## config.mk

```make
export PLATFORM = sky130hd
export DESIGN_NAME = dp_controller
export DESIGN_NICKNAME = d
export VERILOG_FILES = /design/src/rtl/dp_ctrl_pkg.sv /design/src/rtl/dp_ctrl_decode.sv /design/src/rtl/dp_controller.sv
export SDC_FILE = /design/constraint.sdc
export NUM_CORES = 1
export LEC_CHECK = 0
export CAP_MARGIN = 10
export CORE_UTILIZATION = 44
export CTS_BUF_LIST = sky130_fd_sc_hd__clkbuf_8
export CTS_CLUSTER_DIAMETER = 50
export DETAILED_ROUTE_END_ITERATION = 10
export GPL_ROUTABILITY_DRIVEN = 0
export GPL_TIMING_DRIVEN = 0
export MAX_ROUTING_LAYER = met4
export PLACE_DENSITY = 0.88
export SYNTH_ARGS = -nofsm -noshare
export SYNTH_HDL_FRONTEND = slang
export SYNTH_SLANG_ARGS = --single-unit
```

## constraint.sdc

```tcl
create_clock -name Clk -period 1.9 [get_ports Clk]
set_input_delay 0.57 -clock Clk [delete_from_list [all_inputs] [get_ports Clk]]
set_output_delay 0.57 -clock Clk [all_outputs]
set_load 0.05 [all_outputs]
```

## src/rtl/dp_ctrl_pkg.sv

```systemverilog
// Shared encodings for the Data_Path control unit: FSM states, opcodes,
// ALU selects and RF write-source selects.
package dp_ctrl_pkg;

    typedef enum logic [3:0] {
        ST_INIT   = 4'd0,
        ST_FETCH  = 4'd1,
        ST_DECODE = 4'd2,
        ST_LOAD_A = 4'd3,
        ST_LOAD_B = 4'd4,
        ST_STORE  = 4'd5,
        ST_ALU    = 4'd6,
        ST_HALT   = 4'd7
    } state_e;

    localparam logic [3:0] OP_NOOP  = 4'b0000;
    localparam logic [3:0] OP_STORE = 4'b0001;
    localparam logic [3:0] OP_LOAD  = 4'b0010;
    localparam logic [3:0] OP_ADD   = 4'b0011;
    localparam logic [3:0] OP_SUB   = 4'b0100;
    localparam logic [3:0] OP_HALT  = 4'b0101;

    localparam logic [2:0] ALU_PASS = 3'b000;
    localparam logic [2:0] ALU_ADD  = 3'b001;
    localparam logic [2:0] ALU_SUB  = 3'b010;

    localparam logic SEL_MEM = 1'b0;
    localparam logic SEL_ALU = 1'b1;

    // Illegal opcodes fall through to FETCH, i.e. behave as NOOP.
    function automatic state_e decode_next(input logic [3:0] op);
        case (op)
            OP_STORE: decode_next = ST_STORE;
            OP_LOAD:  decode_next = ST_LOAD_A;
            OP_ADD:   decode_next = ST_ALU;
            OP_SUB:   decode_next = ST_ALU;
            OP_HALT:  decode_next = ST_HALT;
            default:  decode_next = ST_FETCH;
        endcase
    endfunction

endpackage

```

## src/rtl/dp_ctrl_decode.sv

```systemverilog
// Combinational output decode: current state plus IR fields drive every
// Data_Path control line; anything a state does not use stays at 0.
module dp_ctrl_decode
    import dp_ctrl_pkg::*;
#(
    parameter int PC_W = 7
) (
    input  state_e            i_state,
    input  logic [15:0]       i_ir,
    input  logic [PC_W-1:0]   i_pc,
    output logic [PC_W-1:0]   o_pc_addr,
    output logic              o_instr_req,
    output logic [7:0]        o_d_addr,
    output logic              o_d_wr,
    output logic              o_mux_sel,
    output logic [2:0]        o_alu_s,
    output logic [3:0]        o_rf_a_addr,
    output logic [3:0]        o_rf_b_addr,
    output logic              o_rf_wen,
    output logic [3:0]        o_rf_waddr,
    output logic              o_halted
);

    logic [3:0] w_op;
    logic [3:0] w_ra;
    logic [3:0] w_rb;
    logic [3:0] w_rd;
    logic [7:0] w_addr;

    assign w_op   = i_ir[15:12];
    assign w_ra   = i_ir[11:8];
    assign w_rb   = i_ir[7:4];
    assign w_rd   = i_ir[3:0];
    assign w_addr = i_ir[7:0];

    always_comb begin
        o_pc_addr   = '0;
        o_instr_req = 1'b0;
        o_d_addr    = '0;
        o_d_wr      = 1'b0;
        o_mux_sel   = SEL_MEM;
        o_alu_s     = ALU_PASS;
        o_rf_a_addr = '0;
        o_rf_b_addr = '0;
        o_rf_wen    = 1'b0;
        o_rf_waddr  = '0;
        o_halted    = 1'b0;
        case (i_state)
            ST_FETCH: begin
                o_instr_req = 1'b1;
                o_pc_addr   = i_pc;
            end
            ST_STORE: begin
                o_d_addr    = w_addr;
                o_rf_a_addr = w_ra;
                o_d_wr      = 1'b1;
            end
            // LOAD_A only presents the address; the memory's q arrives next cycle.
            ST_LOAD_A: begin
                o_d_addr = w_addr;
            end
            ST_LOAD_B: begin
                o_d_addr   = w_addr;
                o_mux_sel  = SEL_MEM;
                o_rf_wen   = 1'b1;
                o_rf_waddr = w_ra;
            end
            ST_ALU: begin
                o_rf_a_addr = w_ra;
                o_rf_b_addr = w_rb;
                o_alu_s     = (w_op == OP_SUB) ? ALU_SUB : ALU_ADD;
                o_mux_sel   = SEL_ALU;
                o_rf_wen    = 1'b1;
                o_rf_waddr  = w_rd;
            end
            ST_HALT: begin
                o_halted = 1'b1;
            end
            default: ;
        endcase
    end

endmodule

```

## src/rtl/dp_controller.sv

```systemverilog
// Multi-cycle controller for Data_Path: FSM, PC and IR registers, with the
// output decode delegated to dp_ctrl_decode.
module dp_controller
    import dp_ctrl_pkg::*;
#(
    parameter int PC_W = 7
) (
    input  logic              Clk,
    input  logic              Rst,
    output logic [PC_W-1:0]   PC_Addr,
    output logic              Instr_Req,
    input  logic              Instr_Valid,
    input  logic [15:0]       Instr,
    output logic [7:0]        D_addr,
    output logic              D_wr,
    output logic              MuxSel,
    output logic [2:0]        ALU_s,
    output logic [3:0]        RF_A_Addr,
    output logic [3:0]        RF_B_Addr,
    output logic              RFWen,
    output logic [3:0]        RFWAddr,
    output logic              Halted,
    output logic [3:0]        State
);

    state_e            r_state;
    logic [PC_W-1:0]   r_pc;
    logic [15:0]       r_ir;

    always_ff @(posedge Clk or negedge Rst) begin
        if (!Rst) begin
            r_state <= ST_INIT;
            r_pc    <= '0;
            r_ir    <= '0;
        end else begin
            case (r_state)
                ST_INIT:   r_state <= ST_FETCH;
                ST_FETCH: begin
                    if (Instr_Valid) begin
                        r_ir    <= Instr;
                        r_pc    <= r_pc + 1'b1;
                        r_state <= ST_DECODE;
                    end
                end
                ST_DECODE: r_state <= decode_next(r_ir[15:12]);
                ST_LOAD_A: r_state <= ST_LOAD_B;
                ST_LOAD_B: r_state <= ST_FETCH;
                ST_STORE:  r_state <= ST_FETCH;
                ST_ALU:    r_state <= ST_FETCH;
                ST_HALT:   r_state <= ST_HALT;
                default:   r_state <= ST_INIT;
            endcase
        end
    end

    assign State = r_state;

    dp_ctrl_decode #(.PC_W(PC_W)) u_decode (
        .i_state     (r_state),
        .i_ir        (r_ir),
        .i_pc        (r_pc),
        .o_pc_addr   (PC_Addr),
        .o_instr_req (Instr_Req),
        .o_d_addr    (D_addr),
        .o_d_wr      (D_wr),
        .o_mux_sel   (MuxSel),
        .o_alu_s     (ALU_s),
        .o_rf_a_addr (RF_A_Addr),
        .o_rf_b_addr (RF_B_Addr),
        .o_rf_wen    (RFWen),
        .o_rf_waddr  (RFWAddr),
        .o_halted    (Halted)
    );

endmodule
```

==> flow_summary.ini, run 1 <==
[outcome]
status = stopped before the end
haltStage = global routing
first-error = [ERROR DPL-0033] detailed placement checks failed during check placement.

[clock_network]
postCtsHoldBufs = 0
clkSinkCount = 26
cts_buffer_depth = 2
cts_root_buf = clkbuf_8
cts_max_level = 1
numCtsBuffers = 3

[logic_synthesis]
synth_xor_area_share_pct = 4.96
synth_area_leaders = dfrtp_1 (46%), mux2_2 (14%), and2_1 (6.6%)
syn_inst = 125
netlist.area_leader.share_pct = 46.1
yosys.area.top_type = dfrtp_1
ys_seq_elements = 26
synth_fa_ha_area_share_pct = 0.886
synth_compound_gate_area_share_pct = 2.83
synth_area_um2 = 1410
synth_top_family_by_area = simple AND/OR/NAND/NOR gates
synth_seq_area_share_pct = 46.1
synth-simple-area-share_pct = 22.0
synth.avg_cell_area_um2 = 11.3
synth_mux_area_share_pct = 17.1
yosysWarnings = 0
synth.distinct_cells = 33

[floorplanning]
rows = 20
die_h_um = 58.7
pin_count = 58
initial_core_util_pct = 46.3
die_x_um = 58.7

[global_route]
antenna_found_initial = 0
grt_max_degree = 27

[placement]
portBuffers = 55
dp_hpwl_um = 2580

[timing]
worstEpCategory = output port
worst_endpoint = D_addr[0]
[metrics by stage]
step,hold WS (ns),instance area [um2],cells,worst slack (ns)
2_1_floorplan,0.274,1600,126,-0.342
3_3_place_gp,0.462,2200,225,-1.12
3_5_place_dp,0.470,2200,225,-1.17
4_1_cts,0.486,2740,254,-0.310
[Yosys cell counts, drive strengths merged]
master   count
clkbuf       2
inv          2
a211o        1
mux2i        5
and2        15
or3b         1
a21oi        2
nor4         1
nor2         7
nor4bb       1
nor3         1
nand2        5
mux2        17
nand2b       2
a2111oi      1
ha           1
and3        11
o21a         1
buf          7
conb         1
xor2         3
dfrtp       26
nand3b       1
and3b        1
nor4b        1
nor3b        1
nand4        2
xnor2        5
o21ai        1
[cell families after synthesis]
family	after synthesis
buffers and inverters	11
XOR/XNOR	8
adder cells (fa/ha/maj)	1
AND/OR/NAND/NOR	50
AO/OA/AOI/OAI	6
other	1
multiplexers	22
flip-flops	26
[what timing repair did]
| item | 4_1_cts |
|---|---|
| buffers inserted | 24 |
| endpoints found under the hold margin | 0 |
| cloned | 1 |
| gates resized for setup | 294 |
| endpoints found under the setup margin | 38 |
| pin swaps | 8 |
==> run 2: changes to the inputs <==
Settings changed: CORE_AREA set to 2 2 63 65, CORE_UTILIZATION 44 to unset, CTS_BUF_LIST sky130_fd_sc_hd__clkbuf_8 to unset, CTS_CLUSTER_DIAMETER 50 to unset, DIE_AREA set to 0 0 65 67, MAX_ROUTING_LAYER met4 to unset, PLACE_DENSITY 0.88 to unset, PLACE_DENSITY_LB_ADDON set to 0.15.
==> flow_summary.ini, run 2 <==
[global_route]
grt_remaining_overflow = 0
antenna_found_initial = 0
grt_pass1_wl_um = 6360
first_global_vias = 1337
grt_usage_pct = 19.1
grt_max_degree = 27

[min_path]
holdPathEnd = r_pc[6]
min-delay-start = r_pc[6]
min_path_type = reg -> reg
whs_path_depth = 1

[route]
first_pass_iters = 4
wl_per_cell_um = 16.6
drc = 0
vias = 1277
postRouteAntennaNets = 0
routed_via_density = 4.87
drt_iter0_markers = 48
wl_um = 4350

[setup_path]
crit_type = reg -> out
arrival_ns = 1.64
slowest_stage = dfrtp_4
slowest_delay_ns = 0.52
reg2reg_slack_ns = 0.03
crit_chain = buf_8, mux2i_4, buf_6, and2_4, buf_8
start_kind = flop
cp.required_ns = 1.33
rr_worst_depth = 7
endpoint_kind = primary output
worstPathMaxFanout = 6
crit_top_cell = buf_8
timing.rr.end = r_ir[11]
r2r_start = State[1]

[layout]
drive_gt1_share_pct = 66.4
final_net_count = 235
syn_to_final_growth_pct = 103
final_common_cell = buf_8
diodes = 0
final_cell_area_um2 = 2870
layout_common_cells = buf_8 (31), dfrtp_1 (23), buf_4 (20)
largest_reg_flops = 16
top_register = r_ir

[logic_synthesis]
synth.distinct_cells = 33
ys_seq_elements = 26
synth_enable_flop_cells = 0
synth_seq_area_share_pct = 46.1
async_flop_share_pct = 100
ys.flop_type = dfrtp_1
synth.most_common_cell = dfrtp_1
synth.avg_cell_area_um2 = 11.3
yosys-top-cells-count = dfrtp_1 (26), mux2_2 (17), and2_1 (15)
synth_area_um2 = 1410
yosys.area.top_type = dfrtp_1
yosysWarnings = 0
synth_area_leaders = dfrtp_1 (46%), mux2_2 (14%), and2_1 (6.6%)
netlist.area_leader.share_pct = 46.1
syn_inst = 125

[clock_network]
clk_pin_slew_ns = 0.09
numCtsBuffers = 3
cts_root_buf = clkbuf_8
cts_buffer_depth = 2
clock_latency_ns = 0.27
postCtsHoldBufs = 0
cts_max_level = 1
clkSinkCount = 26
cts_tree = done

[timing]
hold_viol = 0
fin_skew_ns = 0.00237
fmax_mhz = 453
slew_headroom_pct = 56.9
grt_setup_unrepaired = true
worst_slack_ns = -0.306
fin_crit_ns = 2.21
fin_crit_sh_pct = 116
slew_violations = 0
setup_violations = 34
max_slew.worst_pin.slew_ns = 0.644

[placement]
dp_hpwl_um = 2470
dpl_cell_area_um2 = 2210
portBuffers = 55

[pwr]
p_leak_nw = 1.26
ir_drop_uv = 868
p_per_area_nw_per_um2 = 1870
finalPower_mw = 5.37

[outcome]
status = finished, violations left
violations = setup timing

[floorplanning]
die_x_um = 65
coreArea_um2 = 3610
die_area_um2 = 4360
initial_core_util_pct = 39.2
pin_count = 58
die_h_um = 67
rows = 22

[job]
drv_cap = 0
[run 2: cell counts after synthesis]
No cell type changed its count.
[run 2: worst max-delay path, delay by kind of cell, from the launching register on]
family                 cells  cell delay, ns
DFF                        1            0.52
muxes                      1            0.28
buffers and inverters      3            0.43
and+or+nand+nor            1            0.14
[run 2: final cells by class]
cell class              count  area [um2]
repair buffers             84         982
multi-input cells          89         978
fillers                   212         732
flip-flops and latches     26         657
plain buffers               9         133
well taps                  48        60.1
clock buffers               4        45.0
inverters                   2        18.8
[run 2: how the worst max path moves through the flow]
| stage | slack, ns | start | cells after the start | to |
|---|---|---|---|---|
| 3_5_place_dp | -1.16 | State[2] | 4 | D_addr[4] |
| 3_3_place_gp | -1.09 | State[2] | 4 | D_addr[3] |
| 5_1_grt | -0.34 | State[2] | 5 | D_addr[6] |
| 2_1_floorplan | -0.34 | State[0] | 3 | PC_Addr[0] |
| 4_1_cts | -0.28 | State[2] | 5 | D_addr[6] |
| 6_report | -0.31 | State[2] | 5 | D_addr[6] |
[run 2: what timing repair did]
item,CTS,global route
setup buffers,22,7
setup endpoints to repair,38,43
cloned,0,1
gates resized for setup,301,20
pin swaps,8,4
[run 2: cell families (layout without fill, tap and decap cells)]
kind of cell	count (synthesis)	in the layout	synth area share, %
buffers and inverters	11	99	5.93
AND/OR/NAND/NOR	50	50	22.0
flip-flops	26	26	46.1
AO/OA/AOI/OAI	6	6	2.83
XOR/XNOR	8	8	4.96
adder cells (fa/ha/maj)	1	1	0.886
other	1	2	0.265
multiplexers	22	22	17.1
[run 2: metrics by stage]
stage / setup TNS (ns) / worst slack [ns] / util, % / cells / hold WS [ns]
after floorplan: -4.64 / -0.342 / - / 126 / 0.274
after CTS: -5.76 / -0.275 / 75.6 / 255 / 0.483
after global routing: -8.26 / -0.345 / 79.7 / 262 / 0.516
final: -6.71 / -0.306 / 79.7 / 262 / 0.484
after global placement: -28.24 / -1.09 / 61.2 / 229 / 0.462
after detailed placement: -30.85 / -1.16 / 61.2 / 229 / 0.466
[run 2: routing by layer]
metal	wire length [um]	vias up	part of all wire [%]	track usage (%)
li1	-	606	-	-
met1	1860	634	43	24.1
met2	2300	35	53	34.7
met3	170	2	3.9	2.53
met4	14	0	0.32	4.52
met5	0	-	0	0
[run 2: where the power goes]
group          internal (mW)  leakage [nW]  switching [mW]
Combinational           2.02         0.932            1.87
Sequential             0.825         0.310           0.343
Clock                  0.150        0.0228           0.166
Total                   2.99          1.26            2.38
Power figures use the tool's default switching activity.
==> run 3: changes to the inputs <==
Settings changed: SKIP_CTS_REPAIR_TIMING set to 1, SLEW_MARGIN set to 20.
==> flow_summary.ini, run 3 (synthesized netlist as in run 2, its figures left out) <==
[global_route]
grt_pass1_wl_um = 5150
grt_usage_pct = 15.6
first_global_vias = 1160
grt_remaining_overflow = 0
antenna_found_initial = 0
grt_max_degree = 27

[placement]
portBuffers = 55
dpl_cell_area_um2 = 2200
dp_hpwl_um = 2440
place_inst = 229

[layout]
instances_no_fill = 253
largest_reg_flops = 16
syn_to_final_growth_pct = 97.1
diodes = 0
top_register = r_ir
drive_gt1_share_pct = 64.9
final_cell_area_um2 = 2780
final_common_cell = buf_8
layout_common_cells = buf_8 (26), dfrtp_1 (23), buf_6 (17), clkdlybuf4s50_1 (17), and2_4 (14)
final_net_count = 226

[setup_path]
r2r_start = State[1]
rr_worst_depth = 7
start_kind = flop
reg2reg_slack_ns = 0.04
crit_type = reg -> out
crit_end = D_addr[7]
startpoint = State[2]
timing.rr.end = r_ir[7]
endpoint_kind = primary output
arrival_ns = 1.61
cp.required_ns = 1.33
worstPathMaxFanout = 8

[min_path]
min_path_type = in -> async

[timing]
slew_violations = 0
fin_skew_ns = 0.00608
worst_slack_ns = -0.277
fin_crit_ns = 2.18
hold_viol = 0
fin_crit_sh_pct = 115
setup_violations = 33
max_slew.worst_pin.slew_ns = 0.593
fmax_mhz = 459
grt_setup_unrepaired = true
slew_headroom_pct = 60.4

[pwr]
p_per_area_nw_per_um2 = 1860
p_leak_nw = 1.23
ir_drop_uv = 823

[route]
routed_via_density = 4.93
drt_iter0_markers = 31
vias = 1247
postRouteAntennaNets = 0
wl_per_cell_um = 16.0
first_pass_iters = 4
drc = 0
wl_um = 4040

[floorplanning]
initial_core_util_pct = 39.2
die_h_um = 67
pin_count = 58
coreArea_um2 = 3610
die_area_um2 = 4360
die_x_um = 65
rows = 22

[outcome]
violations = setup timing
status = finished, violations left

[job]
drv_cap = 0

[clock_network]
numCtsBuffers = 3
cts_buffer_depth = 2
clkSinkCount = 26
clk_pin_slew_ns = 0.09
clock_latency_ns = 0.26
cts_root_buf = clkbuf_8
cts_tree = done
cts_max_level = 1
-- run 3: cell count changes in the layout (fill, tap and decap cells not counted), moves of 2 or more --
| cell | delta |
|---|---|
| dlygate4sd2_1 | -2 |
| buf_4 | -7 |
| dlymetal6s2s_1 | +2 |
| mux2_2 | +2 |
| buf_8 | -5 |
| mux2_4 | -2 |
-- run 3: report_power, final --
| part | switching, mW | internal, mW |
|---|---|---|
| clock network | 0.165 | 0.150 |
| registers | 0.340 | 0.825 |
| logic | 1.80 | 1.89 |
| total | 2.30 | 2.86 |
-- run 3: routing by layer --
layer	up-vias	global-route usage (%)	routed length, um
met3	6	2.70	204
met4	0	5.32	40
li1	589	-	-
met1	607	18.5	1590
met5	-	0	0
met2	45	28.5	2200
-- run 3: critical path: stages, from the launching register on --
cell     delay [ns]
dfrtp_4        0.53
buf_8          0.15
mux2i_4        0.31
and2_2         0.21
buf_6          0.15
-- run 3: how the worst min path moves through the flow --
| stage | from | end | slack, ns | cells past startpoint |
|---|---|---|---|---|
| final | Rst | r_pc[2] | 0.30 | 1 |
| after global routing | Rst | r_pc[2] | 0.34 | 1 |
| after CTS | Rst | r_pc[2] | 0.31 | 1 |
| after detailed placement | r_pc[6] | r_pc[6] | 0.47 | 1 |
| after global placement | r_pc[6] | r_pc[6] | 0.46 | 1 |
| after floorplan | Rst | State[0] | 0.27 | 0 |
-- run 3: cell type report --
| type | instances | area (um2) |
|---|---|---|
| Inverter | 2 | 18.8 |
| Sequential cell | 26 | 657 |
| Fill cell | 232 | 822 |
| Buffer | 9 | 131 |
| Tap cell | 48 | 60.1 |
| Clock buffer | 4 | 45.0 |
| Multi-Input combinational cell | 89 | 963 |
| Timing Repair Buffer | 75 | 908 |
-- run 3: metrics by stage --
step | setup WS [ns] | power, mW | hold slack, ns | utilization (%) | setup TNS [ns]
global placement | -1.09 | 3.70 | 0.462 | 61.2 | -28.24
floorplan | -0.342 | 3.05 | 0.274 | - | -4.64
CTS | -1.46 | 4.09 | 0.308 | 62.4 | -33.55
detailed placement | -1.16 | 3.77 | 0.466 | 61.1 | -27.23
global route | -0.343 | 5.40 | 0.337 | 77.2 | -7.36
finish | -0.277 | 5.17 | 0.297 | 77.2 | -5.63
==> run 4: changes to the inputs <==
Settings changed: MAX_ROUTING_LAYER set to met4.
==> flow_summary.ini, run 4 (synthesized netlist as in run 2, its figures left out) <==
[outcome]
status = finished, violations left
violations = setup timing

[floorplanning]
die_area_um2 = 4360
pin_count = 58
die_h_um = 67
rows = 22
coreArea_um2 = 3610
die_x_um = 65
initial_core_util_pct = 39.2

[setup_path]
worstPathMaxFanout = 8
start_kind = flop
cp.required_ns = 1.33
arrival_ns = 1.61
endpoint_kind = primary output
crit_type = reg -> out

[route]
vias = 1254
postRouteAntennaNets = 0
first_pass_iters = 4
drt_iter0_markers = 40
wl_um = 4080
routed_via_density = 4.96
wl_per_cell_um = 16.1
drc = 0

[layout]
diodes = 0
final_common_cell = buf_8
layout_common_cells = buf_8 (26), dfrtp_1 (23), buf_6 (17), clkdlybuf4s50_1 (17), and2_4 (14)
final_net_count = 226
syn_to_final_growth_pct = 97.1
top_register = r_ir
drive_gt1_share_pct = 64.9
largest_reg_flops = 16

[pwr]
p_leak_nw = 1.23
p_per_area_nw_per_um2 = 1860
finalPower_mw = 5.17
ir_drop_uv = 827

[clock_network]
numCtsBuffers = 3
cts_buffer_depth = 2
clk_pin_slew_ns = 0.09
clock_latency_ns = 0.26
cts_root_buf = clkbuf_8
cts_max_level = 1
cts_tree = done
clkSinkCount = 26

[placement]
dp_hpwl_um = 2440
pre_cts_ws_ns = -1.16
portBuffers = 55

[timing]
slew_violations = 0
fin_crit_sh_pct = 115
finalSetupTns_ns = -5.58
fmax_mhz = 460
fin_crit_ns = 2.18
worst_slack_ns = -0.276
hold_viol = 0
slew_headroom_pct = 60.2
grt_setup_unrepaired = true
fin_skew_ns = 0.00635
max_slew.worst_pin.slew_ns = 0.597
setup_violations = 33

[global_route]
first_global_vias = 1163
grt_max_degree = 27
grt_remaining_overflow = 0
grt_pass1_wl_um = 5150
antenna_found_initial = 0
grt_usage_pct = 16.1

[job]
drv_cap = 0

[min_path]
min_path_type = in -> async
## run 4: cell counts in the layout (fill, tap and decap cells not counted)
No cell type changed its count.
## run 4: cell type report
| type | instances | area (um2) |
|---|---|---|
| multi-input cells | 89 | 963 |
| repair buffers | 75 | 908 |
| fillers | 232 | 822 |
| flip-flops and latches | 26 | 657 |
| plain buffers | 9 | 131 |
| well taps | 48 | 60.1 |
| clock buffers | 4 | 45.0 |
| inverters | 2 | 18.8 |
## run 4: final timing paths
kind	startpoint	endpoint	slack, ns	depth (start not counted)
setup / recovery	State[2]	D_addr[7]	-0.28	4
hold / removal	Rst	r_pc[2]	0.30	1
setup reg to reg	State[1]	r_ir[7]	0.04	7
hold reg to reg	r_pc[6]	r_pc[6]	0.48	1
max in group asynchronous	Rst	State[2]	1.15	1
min in group Clk	r_pc[6]	r_pc[6]	0.48	1
## run 4: metrics by stage
step	util [%]	hold slack, ns	instances	area, um2
after floorplan	-	0.274	126	1600
after global placement	61.2	0.462	229	2210
after detailed placement	61.1	0.466	229	2200
after CTS	62.4	0.308	233	2250
after global routing	77.2	0.334	253	2780
final	77.2	0.298	253	2780
## run 4: metal layers
metal | global-route usage, % | routed length, um | share of wire [%] | vias up
met2 | 28.5 | 2210 | 54 | 44
met1 | 18.6 | 1610 | 40 | 616
met3 | 2.53 | 214 | 5.3 | 4
li1 | - | - | - | 590
met4 | 5.32 | 34 | 0.83 | 0
met5 | - | 0 | 0 | -
## run 4: report_power, final
group | internal [mW] | leakage (nW) | switching [mW]
combinational | 1.89 | 0.894 | 1.80
clock | 0.150 | 0.0228 | 0.165
sequential | 0.825 | 0.310 | 0.341
## run 4: critical path: stages, from the launching register on
cell and delay (ns):
dfrtp_4 0.53, buf_8 0.15, mux2i_4 0.30, and2_2 0.21, buf_6 0.15
